File: config.mk
export PLATFORM = sky130hd
export DESIGN_NAME = bios_program_loader_flat
export DESIGN_NICKNAME = d
export VERILOG_FILES = /design/src/rtl/bios_program_loader_pkg.sv /design/src/rtl/bios_program_loader_if.sv /design/src/rtl/bios_program_loader.sv /design/src/flat_wrapper.sv
export SDC_FILE = /design/constraint.sdc
export NUM_CORES = 1
export LEC_CHECK = 0
export CAP_MARGIN = 20
export CORE_UTILIZATION = 51
export DETAILED_ROUTE_END_ITERATION = 7
export GPL_TIMING_DRIVEN = 0
export PLACE_DENSITY = 0.84
export SLEW_MARGIN = 30
export SYNTH_ARGS = -nofsm -noshare
export SYNTH_HDL_FRONTEND = slang
export SYNTH_SLANG_ARGS = --single-unit
File: constraint.sdc
create_clock -name clk -period 5.4 [get_ports clk]
set_input_delay 1.08 -clock clk [delete_from_list [all_inputs] [get_ports clk]]
set_output_delay 1.08 -clock clk [all_outputs]
set_load 0.005 [all_outputs]
File: src/rtl/bios_program_loader_pkg.sv
// Shared constants and state encoding for the BIOS program loader.
package bios_program_loader_pkg;

    // Instruction word layout
    localparam int unsigned DATA_WIDTH   = 32;
    localparam int unsigned ADDR_WIDTH   = 10;
    localparam int unsigned OPCODE_MSB   = 31;
    localparam int unsigned OPCODE_LSB   = 26;
    localparam int unsigned OPCODE_WIDTH = OPCODE_MSB - OPCODE_LSB + 1;

    localparam logic [OPCODE_WIDTH-1:0] HALT_OPCODE = 6'b011101;

    // Loader sequencing states
    typedef enum logic [2:0] {
        IDLE    = 3'd0,
        HEADER  = 3'd1,
        LOAD    = 3'd2,
        HANDOFF = 3'd3,
        LOADED  = 3'd4
    } loader_state_e;

endpackage

File: src/rtl/bios_program_loader_if.sv
// Stream input and instruction-memory write port of the loader.
interface bios_program_loader_if #(
    parameter int unsigned DATA_WIDTH = bios_program_loader_pkg::DATA_WIDTH,
    parameter int unsigned ADDR_WIDTH = bios_program_loader_pkg::ADDR_WIDTH
);
    logic                  in_valid;
    logic                  in_ready;
    logic [DATA_WIDTH-1:0] in_data;
    logic                  mem_wr_en;
    logic [ADDR_WIDTH-1:0] mem_addr;
    logic [DATA_WIDTH-1:0] mem_wr_data;

    // Host side: supplies the stream, observes the memory writes
    modport master (
        output in_valid, in_data,
        input  in_ready, mem_wr_en, mem_addr, mem_wr_data
    );

    // Loader side
    modport slave (
        input  in_valid, in_data,
        output in_ready, mem_wr_en, mem_addr, mem_wr_data
    );
endinterface

File: src/rtl/bios_program_loader.sv
// Accepts a length-prefixed program stream, writes it into instruction
// memory, then pulses the core reset to hand execution over.
module bios_program_loader #(
    parameter int unsigned DATA_WIDTH  = bios_program_loader_pkg::DATA_WIDTH,
    parameter int unsigned ADDR_WIDTH  = bios_program_loader_pkg::ADDR_WIDTH,
    parameter int unsigned BASE_ADDR   = 0,
    parameter logic [5:0]  HALT_OPCODE = bios_program_loader_pkg::HALT_OPCODE
) (
    input  logic                  clk,
    input  logic                  rst,
    input  logic                  start,
    bios_program_loader_if.slave  bus,
    output logic                  cpu_rst,
    output logic                  busy,
    output logic                  loaded,
    output logic                  overflow_err
);
    import bios_program_loader_pkg::*;

    localparam int unsigned REM_WIDTH = ADDR_WIDTH + 1;
    localparam logic [63:0] CAPACITY  = 64'(1) << ADDR_WIDTH;

    loader_state_e          state_q, state_d;
    logic [ADDR_WIDTH-1:0]  addr_q, addr_d;
    logic [REM_WIDTH-1:0]   rem_q, rem_d;
    logic                   wr_en_q, wr_en_d;
    logic [ADDR_WIDTH-1:0]  wr_addr_q, wr_addr_d;
    logic [DATA_WIDTH-1:0]  wr_data_q, wr_data_d;
    logic                   ovf_q, ovf_d;
    logic                   cpu_rst_q, busy_q, loaded_q;

    logic                   in_ready_c;
    logic                   xfer_c;
    logic                   halt_c;

    // Stream is accepted only while waiting for the header or program words
    assign in_ready_c = (state_q == HEADER) || (state_q == LOAD);
    assign xfer_c     = bus.in_valid && in_ready_c;
    assign halt_c     = bus.in_data[OPCODE_MSB:OPCODE_LSB] == HALT_OPCODE;

    // Next-state, counters and write-stage inputs
    always_comb begin
        state_d   = state_q;
        addr_d    = addr_q;
        rem_d     = rem_q;
        wr_en_d   = 1'b0;
        wr_addr_d = wr_addr_q;
        wr_data_d = wr_data_q;
        ovf_d     = ovf_q;

        unique case (state_q)
            IDLE: begin
                if (start) begin
                    state_d = HEADER;
                    ovf_d   = 1'b0;
                end
            end
            HEADER: begin
                if (xfer_c) begin
                    if (bus.in_data == '0) begin
                        state_d = HANDOFF;
                    end else if (64'(bus.in_data) > CAPACITY) begin
                        state_d = IDLE;
                        ovf_d   = 1'b1;
                    end else begin
                        state_d = LOAD;
                        rem_d   = REM_WIDTH'(bus.in_data);
                        addr_d  = ADDR_WIDTH'(BASE_ADDR);
                    end
                end
            end
            LOAD: begin
                if (xfer_c) begin
                    wr_en_d   = 1'b1;
                    wr_addr_d = addr_q;
                    wr_data_d = bus.in_data;
                    addr_d    = addr_q + ADDR_WIDTH'(1);
                    rem_d     = rem_q - REM_WIDTH'(1);
                    if ((rem_q == REM_WIDTH'(1)) || halt_c) begin
                        state_d = HANDOFF;
                    end
                end
            end
            HANDOFF: begin
                state_d = LOADED;
            end
            LOADED: begin
                if (start) begin
                    state_d = HEADER;
                    ovf_d   = 1'b0;
                end
            end
            default: begin
                state_d = IDLE;
            end
        endcase
    end

    // State, counters and registered outputs
    always_ff @(posedge clk) begin
        if (rst) begin
            state_q   <= IDLE;
            addr_q    <= '0;
            rem_q     <= '0;
            wr_en_q   <= 1'b0;
            wr_addr_q <= '0;
            wr_data_q <= '0;
            ovf_q     <= 1'b0;
            cpu_rst_q <= 1'b0;
            busy_q    <= 1'b0;
            loaded_q  <= 1'b0;
        end else begin
            state_q   <= state_d;
            addr_q    <= addr_d;
            rem_q     <= rem_d;
            wr_en_q   <= wr_en_d;
            wr_addr_q <= wr_addr_d;
            wr_data_q <= wr_data_d;
            ovf_q     <= ovf_d;
            cpu_rst_q <= (state_d == HANDOFF);
            busy_q    <= (state_d == HEADER) || (state_d == LOAD) || (state_d == HANDOFF);
            loaded_q  <= (state_d == LOADED);
        end
    end

    assign bus.in_ready    = in_ready_c;
    assign bus.mem_wr_en   = wr_en_q;
    assign bus.mem_addr    = wr_addr_q;
    assign bus.mem_wr_data = wr_data_q;
    assign cpu_rst         = cpu_rst_q;
    assign busy            = busy_q;
    assign loaded          = loaded_q;
    assign overflow_err    = ovf_q;

endmodule

File: src/flat_wrapper.sv
// flat-port wrapper written by rule: the top's interface ports become plain ports
module bios_program_loader_flat import bios_program_loader_pkg::*;
#(
    parameter int unsigned DATA_WIDTH  = bios_program_loader_pkg::DATA_WIDTH,
    parameter int unsigned ADDR_WIDTH  = bios_program_loader_pkg::ADDR_WIDTH,
    parameter int unsigned BASE_ADDR   = 0,
    parameter logic [5:0]  HALT_OPCODE = bios_program_loader_pkg::HALT_OPCODE
)
  (clk, rst, start, cpu_rst, busy, loaded, overflow_err, bus_in_valid, bus_in_data, bus_in_ready, bus_mem_wr_en, bus_mem_addr, bus_mem_wr_data);
  bios_program_loader_if #(.DATA_WIDTH(DATA_WIDTH), .ADDR_WIDTH(ADDR_WIDTH)) bus_i ();
  input  logic clk;
  input  logic rst;
  input  logic start;
  output logic cpu_rst;
  output logic busy;
  output logic loaded;
  output logic overflow_err;
  input wire logic [$bits(bus_i.in_valid)-1:0] bus_in_valid;
  input wire logic [$bits(bus_i.in_data)-1:0] bus_in_data;
  output wire logic [$bits(bus_i.in_ready)-1:0] bus_in_ready;
  output wire logic [$bits(bus_i.mem_wr_en)-1:0] bus_mem_wr_en;
  output wire logic [$bits(bus_i.mem_addr)-1:0] bus_mem_addr;
  output wire logic [$bits(bus_i.mem_wr_data)-1:0] bus_mem_wr_data;
  assign bus_i.in_valid = bus_in_valid;
  assign bus_i.in_data = bus_in_data;
  assign bus_in_ready = bus_i.in_ready;
  assign bus_mem_wr_en = bus_i.mem_wr_en;
  assign bus_mem_addr = bus_i.mem_addr;
  assign bus_mem_wr_data = bus_i.mem_wr_data;
  bios_program_loader #(.DATA_WIDTH(DATA_WIDTH), .ADDR_WIDTH(ADDR_WIDTH), .BASE_ADDR(BASE_ADDR), .HALT_OPCODE(HALT_OPCODE)) u_core (.clk(clk), .rst(rst), .start(start), .bus(bus_i), .cpu_rst(cpu_rst), .busy(busy), .loaded(loaded), .overflow_err(overflow_err));
endmodule
==> Word level (Yosys, flattened, before mapping) <==
Cells that the tools add are included.
{ "classes": {"n_addsub": 2, "n_lt_le_gt_ge": 1, "eq_ne": 16, "n_mux": 23, "bitwise_logic": 1, "n_reduce_logical": 14} }
{ "op_table": {"columns": ["cell", "n"], "rows": [
  ["$mux 11", 4],
  ["$mux 10", 4],
  ["$gt 32x11->1 const B", 1],
  ["$logic_not 32->1", 1],
  ["$pmux 11 s2", 1],
  ["$pmux 10 s2", 1],
  ["$mux 3", 5],
  ["$eq 3x2->1 const B", 4],
  ["$pmux 3 s4", 1],
  ["$eq 11x1->1 const B", 1],
  ["$sub 11x1->11 const B", 1],
  ["$add 10x1->10 const B", 1],
  ["$reduce_and 5->1", 2],
  ["$eq 3x1->1 const B", 2],
  ["$eq 3x3->1 const B", 2],
  ["$eq 6x5->1 const B", 1],
  ["$ne 2x1->1 const B", 3],
  ["$ne 2x2->1 const B", 3],
  ["$mux 1", 5],
  ["$logic_or 1x1->1", 4],
  ["$reduce_bool 2->1", 2],
  ["$reduce_or 2->1", 2],
  ["$logic_not 3->1", 1],
  ["$mux 2", 1],
  ["other kinds (4)", 4]
]} }
{ "word_totals": {"regBits": 71, "in_bits": 36, "out_inout_bits": 48, "elab_cells": 67} }

==> Logic depth before layout (Yosys ltp) <==
Gate-level depths: netlist of run 1.
{ "logic_depth": {"ltp_word": 8, "mapped_depth": 7, "mapped_depth_nobuf": 7} }

==> Worst setup path before layout of run 1 <==
No wires, ideal clock.
{ "synth_path": {"path_type": "input -> register", "start": "input bus_in_data[6]", "end": "register u_core.addr_q[6]", "setup_time_ps": 72, "arrival_time_ps": 3020, "setup_slack_ps": 2307, "cell_stages": 6, "path_cell_list": "or4_1 -> o31a_1 -> o31a_1 -> buf_6 -> or4_1 -> a21oi_1"} }
{ "synth_between": {"elab_chain_len": 3} }
{ "synth_rtl": {"columns": ["item", "line_no", "text"], "rows": [
  ["from (decl)", "flat_wrapper.sv:19", "input wire logic [$bits(bus_i.in_data)-1:0] bus_in_data;"],
  ["$gt 32x11->1 or $logic_not 32->1 (tied branches)", "bios_program_loader.sv:62, bios_program_loader.sv:60", null],
  ["$ne 2x2->1 (no line)", null, null],
  ["$reduce_and 5->1 (no line) (*)", null, null],
  ["to (signal assigned)", "bios_program_loader.sv:114", "addr_q <= addr_d;"],
  ["to (decl)", "bios_program_loader.sv:24", "logic [ADDR_WIDTH-1:0] addr_q, addr_d;"]
]} }
Every way passes the cells marked *; elsewhere a longest branch is shown, timed or not.
A chain may end at the register's enable or synchronous reset.

==> Worst setup path in the final report of run 1 <==
{ "layout_path": {"start": "input bus_in_data[6]", "end": "register u_core.addr_q[1]"} }
The elaborated chain is that of the path after synthesis.

==> results of run 1 <==
-- worst reg2reg max path, stage by stage (launching register included) --
cell and delay, ns:
dfxtp_1 0.43, nor3b_1 0.41, nand3_1 0.35, or3_1 0.45, o21ai_1 0.63, o32ai_1 0.20
-- worst max path at each step --
stage | end | slack [ns] | depth (start not counted)
5_1_grt | u_core.addr_q[1]$_SDFFE_PP0P_ | 1.70 | 8
6_report | u_core.addr_q[1]$_SDFFE_PP0P_ | 1.82 | 8
3_5_place_dp | u_core.addr_q[1]$_SDFFE_PP0P_ | 1.52 | 8
2_1_floorplan | u_core.addr_q[6]$_SDFFE_PP0P_ | 2.31 | 6
3_3_place_gp | u_core.addr_q[1]$_SDFFE_PP0P_ | 1.55 | 8
4_1_cts | u_core.addr_q[1]$_SDFFE_PP0P_ | 1.85 | 8
-- kinds of logic (layout without fill, tap and decap cells) --
family          after synthesis  after routing  share of synthesized area, %
compound gates              112            112                          22.1
fa+ha+maj                     3              3                          1.23
buf+inv                      30            128                          4.17
flops                        71             71                          46.5
mux                           2              2                         0.655
simple gates                168            168                          25.3
-- per-stage QoR --
| stage | worst slack [ns] | utilization [%] | hold slack (ns) |
|---|---|---|---|
| final | 1.82 | 73.9 | 0.453 |
| after global routing | 1.70 | 73.9 | 0.477 |
| after CTS | 1.85 | 73.9 | 0.456 |
| after detailed placement | 1.52 | 70.3 | 0.448 |
| after global placement | 1.55 | 70.3 | 0.440 |
| after floorplan | 2.31 | - | 0.440 |
-- Yosys cell counts (all sizes together), types with 2 or more instances --
master	instances	share of area, %
a31oi	2	0.41
nand4	5	1.0
inv	5	0.61
nand2	95	12
nand3b	3	0.74
o211ai	2	0.49
o31a	3	0.86
nor3b	4	0.98
a211oi	2	0.49
nand2b	2	0.41
o21ai	11	1.8
nor4	7	1.4
buf	3	0.86
clkbuf	21	2.6
o311ai	4	1.1
o31ai	15	3.7
nor3	7	1.1
a21oi	62	10
o32ai	3	0.86
dfxtp	71	46
a22oi	2	0.49
nor2	22	2.7
nand3	5	0.82
or4	10	2.5
ha	3	1.2
mux2i	2	0.65
and4	2	0.57
-- area by class of cell --
class                      count  share of cell area [%]
clock inverter                 6                    1.44
sequential                    71                    34.1
clock buffer                  10                    3.30
tap                           72                    2.16
multi-input combinational    285                    36.2
timing repair buffer          82                    19.7
buffer                        24                    2.52
inverter                       6                   0.541
-- cell usage in the layout (no fill, tap or decap), types with 4 or more instances in the layout --
cell type	synthesis	layout
a21oi_1	62	62
o21ai_0	10	10
nand4_1	5	5
clkdlybuf4s50_1	0	82
nand3_1	5	5
nor3_1	7	7
or4_1	10	10
dfxtp_1	71	71
nor2_1	22	22
o31ai_1	15	15
inv_1	5	5
nor4_1	7	7
clkbuf_8	0	10
clkbuf_1	21	21
nor3b_1	4	4
nand2_1	95	95
-- per-layer routing --
metal	GRT usage [%]	part of all wire (%)	wire, um
met1	37.0	41	3600
met2	45.6	46	4020
met3	8.80	9.7	842
met4	13.1	3.0	265
met5	0	0	0
-- flip-flops by register name, indices dropped and copies added, names as in the netlist --
signal / cells
u_core.addr_q: 10
u_core.busy: 1
u_core.rem_q: 11
u_core.bus.mem_wr_data: 32
u_core.bus.mem_addr: 10
u_core.state_q: 3
u_core.cpu_rst: 1
u_core.bus.mem_wr_en: 1
u_core.loaded: 1
u_core.overflow_err: 1
-- power by group --
part / switching, uW / total [uW] / leakage [uW] / internal, uW
sequential: 1.13 / 526 / 0.000572 / 524
clock: 207 / 430 / 0.0000981 / 223
combinational: 31.7 / 64.2 / 0.000688 / 32.6
total: 240 / 1020 / 0.00136 / 780
==> impl_metrics.env, run 1 <==
export IMPL_run_status="finished, final reports clean"
export IMPL_finalSetupTns_ns=0
export IMPL_drive_gt1_share_pct=4.34
export IMPL_drt_pre_antenna_iters=5
export IMPL_areaGrowthSynthToFinish_pct=36.3
export IMPL_grt_first_pass_wirelength_mm=14.4
export IMPL_total_via_count_in_the_routed_design=3298
export IMPL_cts_hold_repair_buffers=0
export IMPL_timing_hold_worst_path_depth=2
export IMPL_clock_root_buffer="clkbuf_8"
export IMPL_placed_area_um2=3970
export IMPL_path_buf_inv=3
export IMPL_viasPerCell=5.93
export IMPL_remaining_drc_errors=0
export IMPL_cp_startpoint="bus_in_data[6]"
export IMPL_crit_path_cell_trace="clkdlybuf4s50_1 > or4_1 > or4_1 > o31ai_1 > buf_4 > buf_4 > o21ai_0 > a21oi_1"
export IMPL_height_of_the_chip_um=79.4
export IMPL_cts_resized=0
export IMPL_finalHoldViolations=0
export IMPL_die_x_um=79.4
export IMPL_grt_pass1_vias=3035
export IMPL_antenna_found_initial=0
export IMPL_cts_max_level=3
export IMPL_report_final_setup_viol=0
export IMPL_r2r_start="u_core.state_q[0]$_SDFF_PP0_"
export IMPL_worst_path_max_fanout=10
export IMPL_ant_diodes=0
export IMPL_finish_net_count=518
export IMPL_clkSlewWorstSetupHoldPaths_ns=0.07
export IMPL_synth_top_flop_cell="dfxtp_1"
export IMPL_placementRows=27
export IMPL_yosysWarningCount=0
export IMPL_worst_r2r_endpoint="u_core.rem_q[3]$_SDFFE_PP0P_"
export IMPL_syn_avg_cell_area_um2=7.92
export IMPL_postSynthRegisterBits=71
export IMPL_starting_density_of_the_core_pct=54.2
export IMPL_synth_edf_count=0
export IMPL_timing_fmax_mhz=279
export IMPL_numPlacedInstances=540
export IMPL_layoutNonFillerInstCount=556
export IMPL_clock_skew_ns=0.0119
export IMPL_post_cts_buffers=0
export IMPL_cp_slowest_stage_delay_ns=0.62
export IMPL_number_of_slew_limit_violations_in_the_final_report=0
export IMPL_hp_start="u_core.bus.mem_addr[2]$_SDFFE_PP0P_"
export IMPL_slew_headroom_pct=38.3
export IMPL_tritoncts_num_buffers=9
export IMPL_clock_sink_count=71
export IMPL_finalCritPeriodShare_pct=66.3
export IMPL_reg2reg_slack_ns=2.78
export IMPL_timing_worst_slew_pin_value_ns=0.916
export IMPL_async_s_r_ff_share_synth_pct=0
export IMPL_syn_nets=425
export IMPL_hpwlAfterDp_mm=6.22
export IMPL_ys_types=43
export IMPL_worst_path_dominant_cell_family="simple AND/OR/NAND/NOR gates"
export IMPL_worstHoldEndpoint="u_core.bus.mem_addr[2]$_SDFFE_PP0P_"
export IMPL_wl_per_cell_um=15.7
export IMPL_count_of_cells_along_the_worst_register_to_register_path=5
export IMPL_ant_nets=0
export IMPL_area_used_by_multi_input_combinational_logic_um2=1510
export IMPL_layout_cell_area_non_filler_um2=4170
export IMPL_tritoncts="built"
export IMPL_power_per_cell_area_nw_per_um2=245
export IMPL_total_leakage_power_uw=0.00136
export IMPL_die_area_um2=6310
export IMPL_design_portCount=84
export IMPL_p_total_uw=1020
export IMPL_proportion_of_synthesized_chip_area_in_sequential_cells_pct=46.5
export IMPL_min_delay_path_class="flop to flop"
export IMPL_peakVddDrop_v=0.000169
export IMPL_route_final_wire_length_mm=8.72
export IMPL_setup_worst_path_start_class="primary input"
export IMPL_path_class="primary input to flop"
export IMPL_minimum_period_implied_by_the_final_worst_setup_slack_ns=3.58
export IMPL_syn_cell_area_um2=3060
export IMPL_groute_usage_overall_pct=29.2
export IMPL_core_area_um2=5640
export IMPL_unrepaired_setup_endpoints_after_global_routing="false"
export IMPL_buffer_ports_inserted=82
export IMPL_nFillCells=431
export IMPL_global_route_overflow_total=0
export IMPL_critical_path_slowest_cell="or4_1"
export IMPL_grt_max_degree=13
export IMPL_worstSetupEndpointType="flop"
export IMPL_drv_cap=0
export IMPL_max_clock_path_buffers=2
export IMPL_synth_cells=386
export IMPL_cp_arrival_ns=3.86
export IMPL_ff_latch_area_um2=1420
export IMPL_dr_first_iter_drc_count=412
export IMPL_globalplace_congestion=0.939
export IMPL_worstSkewPairLatency_ns=0.35
export IMPL_critical_path_required_ns=5.68
Note: power is estimated with default switching activity, not from simulation.
==> run 2: changes to the inputs <==
CORE_UTILIZATION = 48   (was 51)
PLACE_DENSITY = 0.8   (was 0.84)
clock period = 3.4 ns   (was 5.4 ns; I/O delays follow)
==> run 2 against run 1 <==
Compared with the run above: first-iteration DRC count decreased by 32%; wire length decreased by 4.2%; critical path depth unchanged; worst hold slack improved by 0.0012 ns; register-to-register slack got worse by 1.9 ns; sequential cell count unchanged; core utilization decreased by 4.6 points; design area increased by 0.18%; largest power group unchanged; clock power increased by 57%; highest routed layer unchanged.
==> impl_metrics.env, run 2 (synthesized netlist as in run 1, its figures left out) <==
export IMPL_total_via_count_in_the_routed_design=3198
export IMPL_clock_root_buffer="clkbuf_8"
export IMPL_design_portCount=84
export IMPL_grt_pass1_vias=2805
export IMPL_die_x_um=81.8
export IMPL_die_area_um2=6690
export IMPL_r2r_start="u_core.state_q[0]$_SDFF_PP0_"
export IMPL_clock_skew_ns=0.00667
export IMPL_total_leakage_power_uw=0.00136
export IMPL_ant_diodes=0
export IMPL_worstSetupEndpointType="flop"
export IMPL_slew_headroom_pct=44.0
export IMPL_route_met3_wl_um=746
export IMPL_buffer_ports_inserted=82
export IMPL_unrepaired_setup_endpoints_after_global_routing="false"
export IMPL_worst_path_max_fanout=10
export IMPL_timing_fmax_mhz=313
export IMPL_finish_net_count=518
export IMPL_clkSlewWorstSetupHoldPaths_ns=0.08
export IMPL_met1_length_mm=3.63
export IMPL_cts_resized=0
export IMPL_grt_first_pass_wirelength_mm=13.2
export IMPL_nFillCells=538
export IMPL_max_clock_path_buffers=2
export IMPL_path_class="primary input to flop"
export IMPL_placed_area_um2=3970
export IMPL_critical_path_required_ns=3.67
export IMPL_grt_max_degree=13
export IMPL_finalHoldViolations=0
export IMPL_antenna_found_initial=0
export IMPL_dr_wl_met2_mm=3.85
export IMPL_ff_latch_area_um2=1420
export IMPL_post_cts_buffers=0
export IMPL_reg2reg_slack_ns=0.89
export IMPL_routed_top_layer="met4"
export IMPL_run_status="finished, final reports clean"
export IMPL_cp_startpoint="bus_in_data[6]"
export IMPL_clock_sink_count=71
export IMPL_hpwlAfterDp_mm=6.07
export IMPL_tritoncts="built"
export IMPL_number_of_slew_limit_violations_in_the_final_report=0
export IMPL_layoutNonFillerInstCount=558
export IMPL_wl_per_cell_um=15.0
export IMPL_drt_pre_antenna_iters=5
export IMPL_globalplace_congestion=0.903
export IMPL_min_delay_path_class="flop to flop"
export IMPL_minimum_period_implied_by_the_final_worst_setup_slack_ns=3.20
export IMPL_core_area_um2=6030
export IMPL_ant_nets=0
export IMPL_setup_worst_path_start_class="primary input"
export IMPL_count_of_cells_along_the_worst_register_to_register_path=5
export IMPL_areaGrowthSynthToFinish_pct=36.5
export IMPL_cp_arrival_ns=3.46
export IMPL_placementRows=28
export IMPL_timing_hold_worst_path_depth=2
export IMPL_worstSkewPairLatency_ns=0.34
export IMPL_remaining_drc_errors=0
export IMPL_worst_setup_path_endpoint="u_core.addr_q[1]$_SDFFE_PP0P_"
export IMPL_cts_hold_repair_buffers=0
export IMPL_timing_worst_slew_pin_value_ns=0.839
export IMPL_dr_first_iter_drc_count=281
export IMPL_most_common_cell_after_layout_fill_and_taps_aside="nand2_1"
export IMPL_power_per_cell_area_nw_per_um2=386
export IMPL_global_route_overflow_total=0
export IMPL_groute_usage_overall_pct=26.1
export IMPL_numPlacedInstances=543
export IMPL_largest_register_ffs=32
export IMPL_starting_density_of_the_core_pct=50.7
export IMPL_tritoncts_num_buffers=9
export IMPL_finalCritPeriodShare_pct=94.0
export IMPL_whs_ns=0.455
export IMPL_cts_max_level=3
export IMPL_height_of_the_chip_um=81.8
export IMPL_drive_gt1_share_pct=4.35
export IMPL_area_used_by_multi_input_combinational_logic_um2=1520
export IMPL_hp_start="u_core.bus.mem_addr[6]$_SDFFE_PP0P_"
export IMPL_viasPerCell=5.73
export IMPL_layout_cell_area_non_filler_um2=4170
export IMPL_route_final_wire_length_mm=8.35
export IMPL_layout_common_cells="nand2_1, clkdlybuf4s50_1, dfxtp_1"
export IMPL_drv_cap=0
export IMPL_report_final_setup_viol=0
export IMPL_peakVddDrop_v=0.000244
export IMPL_worst_r2r_endpoint="u_core.rem_q[6]$_SDFFE_PP0P_"
-- run 2: critical path, cell delays in order --
cell and delay (ns):
clkdlybuf4s50_1 0.45, or4_1 0.57, or4_1 0.62, o31ai_1 0.43
buf_4 0.25, buf_4 0.19, o21ai_0 0.11, a21oi_1 0.17
-- run 2: final cells by class --
type / instances / area share, %
Buffer: 24 / 2.52
Multi-Input combinational cell: 285 / 36.3
Clock inverter: 5 / 1.38
Timing Repair Buffer: 82 / 19.7
Tap cell: 75 / 2.25
Inverter: 6 / 0.540
Sequential cell: 71 / 34.1
Clock buffer: 10 / 3.30
-- run 2: metal layers --
layer / global-route usage [%] / vias to the layer above
met2: 41.8 / 146
li1: - / 1570
met3: 7.78 / 15
met5: 0 / -
met4: 9.30 / 0
met1: 33.1 / 1467
-- run 2: worst min-delay path by stage --
| stage | slack (ns) | to |
|---|---|---|
| 6_report | 0.45 | u_core.bus.mem_addr[6]$_SDFFE_PP0P_ |
| 5_1_grt | 0.48 | u_core.bus.mem_wr_data[26]$_SDFFE_PP0P_ |
| 4_1_cts | 0.46 | u_core.bus.mem_wr_data[11]$_SDFFE_PP0P_ |
| 3_5_place_dp | 0.45 | u_core.bus.mem_wr_data[11]$_SDFFE_PP0P_ |
| 3_3_place_gp | 0.44 | u_core.bus.mem_wr_data[0]$_SDFFE_PP0P_ |
| 2_1_floorplan | 0.44 | u_core.bus.mem_addr[9]$_SDFFE_PP0P_ |
-- run 2: power breakdown --
part           leakage [uW]  internal [uW]  switching [uW]
combinational      0.000690           51.7            48.8
sequential         0.000572            833            1.83
clock              0.000103            356             319
total               0.00136           1240             370
-- run 2: through the flow --
stage               worst slack (ns)  total power (uW)  utilization [%]  setup TNS, ns
floorplan                      0.707               888                -              0
global placement             -0.0367               953             65.9        -0.0619
detailed placement            -0.106               953             65.9         -0.694
CTS                            0.242              1620             69.2              0
global route                  0.0381              1660             69.3              0
finish                         0.205              1610             69.3              0
